`config.mk`:
```
export PLATFORM = sky130hd
export DESIGN_NAME = net_bus_fifo_rd_ctrl
export DESIGN_NICKNAME = d
export VERILOG_FILES = /design/src/rtl/net_bus_fifo_rd_ctrl.sv
export SDC_FILE = /design/constraint.sdc
export NUM_CORES = 1
export LEC_CHECK = 0
export BUFFER_PORTS_ARGS = -buffer_cell sky130_fd_sc_hd__buf_2
export CAP_MARGIN = 40
export CORE_MARGIN = 10
export CORE_UTILIZATION = 56
export CTS_CLUSTER_DIAMETER = 80
export CTS_CLUSTER_SIZE = 16
export DETAILED_ROUTE_END_ITERATION = 7
export HOLD_SLACK_MARGIN = 0.06
export PLACE_DENSITY = 0.82
export SLEW_MARGIN = 20
export SYNTH_ARGS = -nofsm -noshare
export SYNTH_HDL_FRONTEND = slang
export SYNTH_SLANG_ARGS = --single-unit
```
`constraint.sdc`:
```
create_clock -name CLK -period 8.86 [get_ports CLK]
set_input_delay 1.772 -clock CLK [delete_from_list [all_inputs] [get_ports CLK]]
set_output_delay 1.772 -clock CLK [all_outputs]
set_load 0.01 [all_outputs]
```
`src/rtl/net_bus_fifo_rd_ctrl.sv`:
```
// rtl/net_bus_fifo_rd_ctrl.sv - read-side controller for the NetBus asynchronous FIFO
//
// Purpose: synchronizes the write pointer into the read clock domain, computes
// EMPTY/LEVEL, drives the memory read address, and hides the memory's one-cycle
// registered read latency behind a two-slot (output + skid) buffer so the
// consumer sees a valid/ready stream at one word per cycle.
//
// Ports:
//   CLK        read-domain clock (same clock as the memory read port)
//   RST_N      asynchronous active-low reset
//   WPTR_GRAY  Gray write pointer from the write domain (unsynchronized)
//   RPTR_GRAY  registered Gray read pointer to the write domain
//   RADDR      memory read address (low bits of the binary read pointer)
//   RDATA      memory read data, valid the cycle after a fetch
//   DOUT       head-of-stream data
//   DVALID     DOUT holds a valid word
//   DREADY     consumer accepts DOUT (pop = DVALID & DREADY)
//   EMPTY      no unfetched words remain in memory
//   LEVEL      number of unfetched words in memory
module net_bus_fifo_rd_ctrl #(
    parameter int RAM_WIDTH = 16,
    parameter int RAM_DEPTH = 4
) (
    input  logic                 CLK,
    input  logic                 RST_N,
    input  logic [RAM_DEPTH:0]   WPTR_GRAY,
    output logic [RAM_DEPTH:0]   RPTR_GRAY,
    output logic [RAM_DEPTH-1:0] RADDR,
    input  logic [RAM_WIDTH-1:0] RDATA,
    output logic [RAM_WIDTH-1:0] DOUT,
    output logic                 DVALID,
    input  logic                 DREADY,
    output logic                 EMPTY,
    output logic [RAM_DEPTH:0]   LEVEL
);

    localparam int PW = RAM_DEPTH + 1;

    function automatic logic [PW-1:0] gray2bin(input logic [PW-1:0] g);
        logic [PW-1:0] b;
        b[PW-1] = g[PW-1];
        for (int i = PW - 2; i >= 0; i--) begin
            b[i] = b[i+1] ^ g[i];
        end
        return b;
    endfunction

    logic [PW-1:0]        wsync1_q, wsync2_q;
    logic [PW-1:0]        wsync_bin;
    logic [PW-1:0]        rbin_q, rbin_d;
    logic [PW-1:0]        rptr_gray_q;
    logic                 empty_q;
    logic [PW-1:0]        level_q;
    logic [RAM_WIDTH-1:0] dout_q, dout_d;
    logic                 dvalid_q, dvalid_d;
    logic [RAM_WIDTH-1:0] skid_q, skid_d;
    logic                 skid_v_q, skid_v_d;
    logic                 infl_q;
    logic [1:0]           occ;
    logic [1:0]           committed;
    logic                 pop;
    logic                 fetch;

    assign wsync_bin = gray2bin(wsync2_q);

    // Words held plus the word already on its way from memory; a pop this
    // cycle frees one slot, so a fetch may be issued in the same cycle.
    assign occ       = {1'b0, dvalid_q} + {1'b0, skid_v_q};
    assign committed = occ + {1'b0, infl_q};
    assign pop       = dvalid_q & DREADY;
    assign fetch     = ~empty_q & ((committed - {1'b0, pop}) < 2'd2);

    assign rbin_d = fetch ? rbin_q + 1'b1 : rbin_q;

    // Storage update. The skid is only ever valid while DOUT is valid, so an
    // arriving word goes to DOUT exactly when DOUT is (or becomes) free and
    // the skid holds nothing older.
    always_comb begin
        dout_d   = dout_q;
        dvalid_d = dvalid_q;
        skid_d   = skid_q;
        skid_v_d = skid_v_q;
        if (pop) begin
            if (skid_v_q) begin
                dout_d = skid_q;
                if (infl_q) begin
                    skid_d = RDATA;
                end else begin
                    skid_v_d = 1'b0;
                end
            end else if (infl_q) begin
                dout_d = RDATA;
            end else begin
                dvalid_d = 1'b0;
            end
        end else if (infl_q) begin
            if (!dvalid_q) begin
                dout_d   = RDATA;
                dvalid_d = 1'b1;
            end else begin
                skid_d   = RDATA;
                skid_v_d = 1'b1;
            end
        end
    end

    always_ff @(posedge CLK or negedge RST_N) begin
        if (!RST_N) begin
            wsync1_q    <= '0;
            wsync2_q    <= '0;
            rbin_q      <= '0;
            rptr_gray_q <= '0;
            empty_q     <= 1'b1;
            level_q     <= '0;
            dout_q      <= '0;
            dvalid_q    <= 1'b0;
            skid_q      <= '0;
            skid_v_q    <= 1'b0;
            infl_q      <= 1'b0;
        end else begin
            wsync1_q    <= WPTR_GRAY;
            wsync2_q    <= wsync1_q;
            rbin_q      <= rbin_d;
            rptr_gray_q <= rbin_d ^ (rbin_d >> 1);
            // Status is computed against the next read pointer so that a
            // fetch of the last word blocks any further fetch immediately.
            empty_q     <= (rbin_d == wsync_bin);
            level_q     <= wsync_bin - rbin_d;
            dout_q      <= dout_d;
            dvalid_q    <= dvalid_d;
            skid_q      <= skid_d;
            skid_v_q    <= skid_v_d;
            infl_q      <= fetch;
        end
    end

    assign RPTR_GRAY = rptr_gray_q;
    assign RADDR     = rbin_q[RAM_DEPTH-1:0];
    assign DOUT      = dout_q;
    assign DVALID    = dvalid_q;
    assign EMPTY     = empty_q;
    assign LEVEL     = level_q;

endmodule

```
### After elaboration in Yosys (flattened, before gate mapping)

Index checks and enable logic that the tools add are counted.

| word-level totals | value |
|---|---|
| register bits | 61 |
| latch bits | 0 |
| bits in writable memories | 0 |
| bits in read-only memories | 0 |
| word-level logic and storage cells | 56 |
| memories kept | 0 |

| cells by class | value |
|---|---|
| $add $sub $neg | 5 |
| $mul | 0 |
| div/mod/pow operators | 0 |
| order comparisons | 1 |
| eq/ne operators | 5 |
| shift-type cells | 0 |
| mux-type cells | 19 |
| bitwise operators | 8 |
| reductions and logical operators | 7 |

Operators by type and width:

| operator | number |
|---|---|
| $mux W16 | 9 |
| $mux W1 | 9 |
| $reduce_and A3 Y1 | 3 |
| $ne A2 B2 Y1 const B | 3 |
| $reduce_bool A2 Y1 | 3 |
| $add A5 B1 Y5 const B | 1 |
| $eq A5 B5 Y1 | 1 |
| $mux W5 | 1 |
| $sub A5 B5 Y5 | 1 |
| $xor A5 B4 Y5 | 1 |
| $xor A1 B1 Y1 | 4 |
| $add A1 B1 Y2 | 1 |
| $add A2 B1 Y2 | 1 |
| $and A1 B1 Y1 | 2 |
| $lt A2 B2 Y1 const B | 1 |
| $ne A2 B1 Y1 const B | 1 |
| $reduce_and A2 Y1 | 1 |
| $sub A2 B1 Y2 | 1 |
| $not A1 Y1 | 1 |

### Logic depth before layout (Yosys ltp)

| depth | value |
|---|---|
| depth in word-level cells | 7 |
| depth in mapped cells | 13 |
| gate-level depth less buffers | 13 |

### Least setup slack after synthesis

No wires, ideal clock.

| timing path | value |
|---|---|
| kind | input to register |
| start point | in DREADY |
| end point | reg level_q[4], in the netlist LEVEL[4] |
| setup time | 0.132 ns |
| arrival time | 4.236 ns |
| data required time | 8.728 ns |
| path slack | 4.492 ns |
| stages on the path | 13 |
| cell sequence | and2_1 > ha_1 > inv_1 > ha_1 > a21oi_4 > mux2i_4 > mux2i_4 > inv_2 > xnor2_1 > ha_1 > a21oi_2 > o31ai_2 > xor2_1 |

| on the way | value |
|---|---|
| word-level cells in the longest chain between the ends | 6 |

Ends and longest elaborated chain:

| what | line | source |
|---|---|---|
| start: declaration | 32 | `input logic DREADY,` |
| $and A1 B1 Y1 | 70 | `assign pop = dvalid_q & DREADY;` |
| $sub A2 B1 Y2 | 71 | `assign fetch = ~empty_q & ((committed - {1'b0, pop}) < 2'd2);` |
| $lt A2 B2 Y1 | 71 |  |
| $and A1 B1 Y1 | 71 |  |
| $mux W5 | 73 | `assign rbin_d = fetch ? rbin_q + 1'b1 : rbin_q;` |
| named net rbin_d[1] | 50 | `logic [PW-1:0] rbin_q, rbin_d;` |
| $sub A5 B5 Y5 | 128 | `level_q <= wsync_bin - rbin_d;` |
| end signal: assignment | 128 |  |
| end: declaration | 53 | `logic [PW-1:0] level_q;` |

The timed path passes the listed nets, and every way through them passes these cells.
A chain may end at the register's enable or synchronous reset.

### Worst setup path in the final report

Same ends and word-level chain as after synthesis.

==> out/metrics.yaml <==
viasPerCell: 5.13
rows: 24
die_w_um: 88.3
crit_chain: "buf_2 -> and2_1 -> ha_1 -> inv_1 -> ha_1 -> a21oi_4 -> mux2i_4 -> mux2i_4 -> inv_2 -> xnor2_1 -> ha_1 -> a21oi_2 -> o31ai_2 -> xor2_1"
endpoint_kind: "flop"
grt_overflow: 0
powerDensity_mw_per_mm2: 447
critical-path-top-delay-family: "adder cells"
worst_clock_skew_ps: 8.60
final_cells: 319
r2r_setup_slack_ps: 5520
cts_setup_buffers: 0
setup_violations: 0
htreeDepth: 3
initial_core_util: 0.587
synth-edff-count: 0
nets: 294
final-hold-violation-count: 0
ant_nets: 0
crit_top_cell: "ha_1"
synth-async-reset-ratio: 1.00
die_y_um: 88.3
tns_ps: 0
routed-via-count: 1636
slowest_stage: "mux2i_4"
core_mm2: 0.00444
io_buffers: 55
yosys-top-cells-count: "dfrtp_1, o21ai_0, nand2_1, mux2i_1, mux2_2"
syn_area_per_cell_um2: 13.2
grt_pass1_vias: 1709
wire_per_inst_um: 15.4
track_usage: 0.137
grt_start_max_net_pins: 61
critical_path_arrival_ps: 4600
synthCells: 198
synth.yosys.seq_area_share: 0.576
area_growth_pct: 21.2
drc: 0
cp-start-kind: "input pin"
synth_cell_types: 35
syn-cell-area_mm2: 0.00261
cpPeakStageDelay_ps: 370
yosys_most_used_dff: "dfrtp_1"
layout_min_cycle_time_ps: 4360
n_antenna_cell: 0
cap_violations: 0
num_io_pins: 56
outcome: "finished, final reports clean"
relSlewSlack: 0.513
ir_worst_vdd_mv: 0.238
cp.required_ps: 9100
ctsRootBufferMaster: "clkbuf_8"
layout-drive-gt1-share: 0.397
place.gp.congestion: 0.818
synthTopCellsByArea: "dfrtp_1, mux2_2, mux2i_1, o21ai_0, ha_1"
hp-class: "flop to flop"
cts_tree: "done"
finalCritPeriodShare: 0.492
ys_seq_elements: 60
syn-num-nets: 229
path_class: "input pin to flop"
synth_top_cell_area_share: 0.566
drt_iter0_drc: 74
first_pass_iters: 4
fmax_mhz: 229
rsz0062_at_grt: "no"
clk_latency_ps: 330
final-max-slew-violation-count: 0
postRouteWirelength_um: 4920
p_leak_nw: 1.57
n_fill_cell: 303
antenna_found_initial: 0
cts_buffers: 9
tightestPinTransition_ps: 730
synth_warnings: 0
cts_hold_buffers: 0
die_area_mm2: 0.00779
cts_resized: 0
worst-path-buf-inv: 3
yosysMostFrequentCell: "dfrtp_1"
critPathMaxFanout: 5
clkTransAtPathRegs_ps: 60
cts.sinks: 60
hpwlAfterDp_um: 3570
dp.cells: 303
grt_pass1_wl_um: 8160
cts_buffer_depth: 2
synth_top_area_cell: "dfrtp_1"
==> sequential cells by signal, indices dropped and copies added, names as in the netlist <==
name	count
DVALID	1
rbin_q	5
skid_v_q	1
DOUT	16
infl_q	1
RPTR_GRAY	4
LEVEL	5
EMPTY	1
wsync2_q	5
wsync1_q	5
skid_q	16
==> path summary, 6_finish.rpt <==
kind                              from     endpoint  cells after the start
hold / removal             wsync1_q[0]  wsync2_q[0]                      0
setup reg to reg                DVALID     LEVEL[4]                     13
min in group asynchronous        RST_N     LEVEL[1]                      2
hold reg to reg            wsync1_q[0]  wsync2_q[0]                      0
setup / recovery                DREADY     LEVEL[4]                     14
max in group asynchronous        RST_N       infl_q                      2
==> cells in the final DEF, fill, tap and decap left out, drive strengths merged, types with 6 or more instances in the layout <==
cell,Yosys,routed
buf,1,59
clkbuf,4,14
dfrtp,59,59
ha,7,7
inv,12,12
mux2,16,16
mux2i,19,19
nand2,18,18
o21ai,20,20
xnor2,12,12
xor2,6,6
==> worst register-to-register path, cell delays in order (launching register included) <==
cell     delay (ps)
dfrtp_1         480
and2_1          230
ha_1            280
inv_1            40
ha_1            310
a21oi_4         230
mux2i_4         370
mux2i_4         360
inv_2            90
xnor2_1         220
ha_1            210
a21oi_2          50
o31ai_2         230
xor2_1          170
==> where the power goes <==
part / internal, mW / switching, mW
registers: 0.407 / 0.0708
logic: 0.334 / 0.374
clock network: 0.130 / 0.0975
total: 0.871 / 0.543
==> layer usage <==
layer | up-vias | part of all wire | track usage
li1 | 805 | - | -
met1 | 785 | 0.42 | 0.159
met2 | 35 | 0.50 | 0.222
met3 | 11 | 0.054 | 0.0414
met4 | 0 | 0.021 | 0.0778
met5 | - | 0 | 0
==> cells by family (layout without fill, tap and decap cells) <==
family,after synthesis,count (layout),synth area share
buffers and inverters,17,86,0.0249
AO/OA/AOI/OAI,29,29,0.0719
multiplexers,35,35,0.151
adder cells (fa/ha/maj),9,9,0.0417
XOR/XNOR,18,18,0.0748
flip-flops,60,60,0.576
AND/OR/NAND/NOR,30,30,0.0594
==> metrics by stage <==
step	worst slack, ps	util	power (mW)	area (um^2)	hold WS [ps]
after detailed placement	4150	0.666	1.19	2960	336
after floorplan	4490	-	0.994	2610	331
after CTS	4490	0.708	1.43	3150	351
final	4500	0.712	1.41	3160	349
after global placement	4320	0.663	1.16	2950	333
after global routing	4270	0.712	1.52	3160	354
==> final cells by class <==
cell class,instances,area (um^2),share of cell area
sequential,60,1500,0.475
multi-input combinational,121,1040,0.330
timing repair buffer,59,320,0.101
clock buffer,14,183,0.0578
tap,52,65.1,0.0206
inverter,12,45.0,0.0142
clock inverter,1,5.00,0.00158
Note: power is estimated with default switching activity, not from simulation.
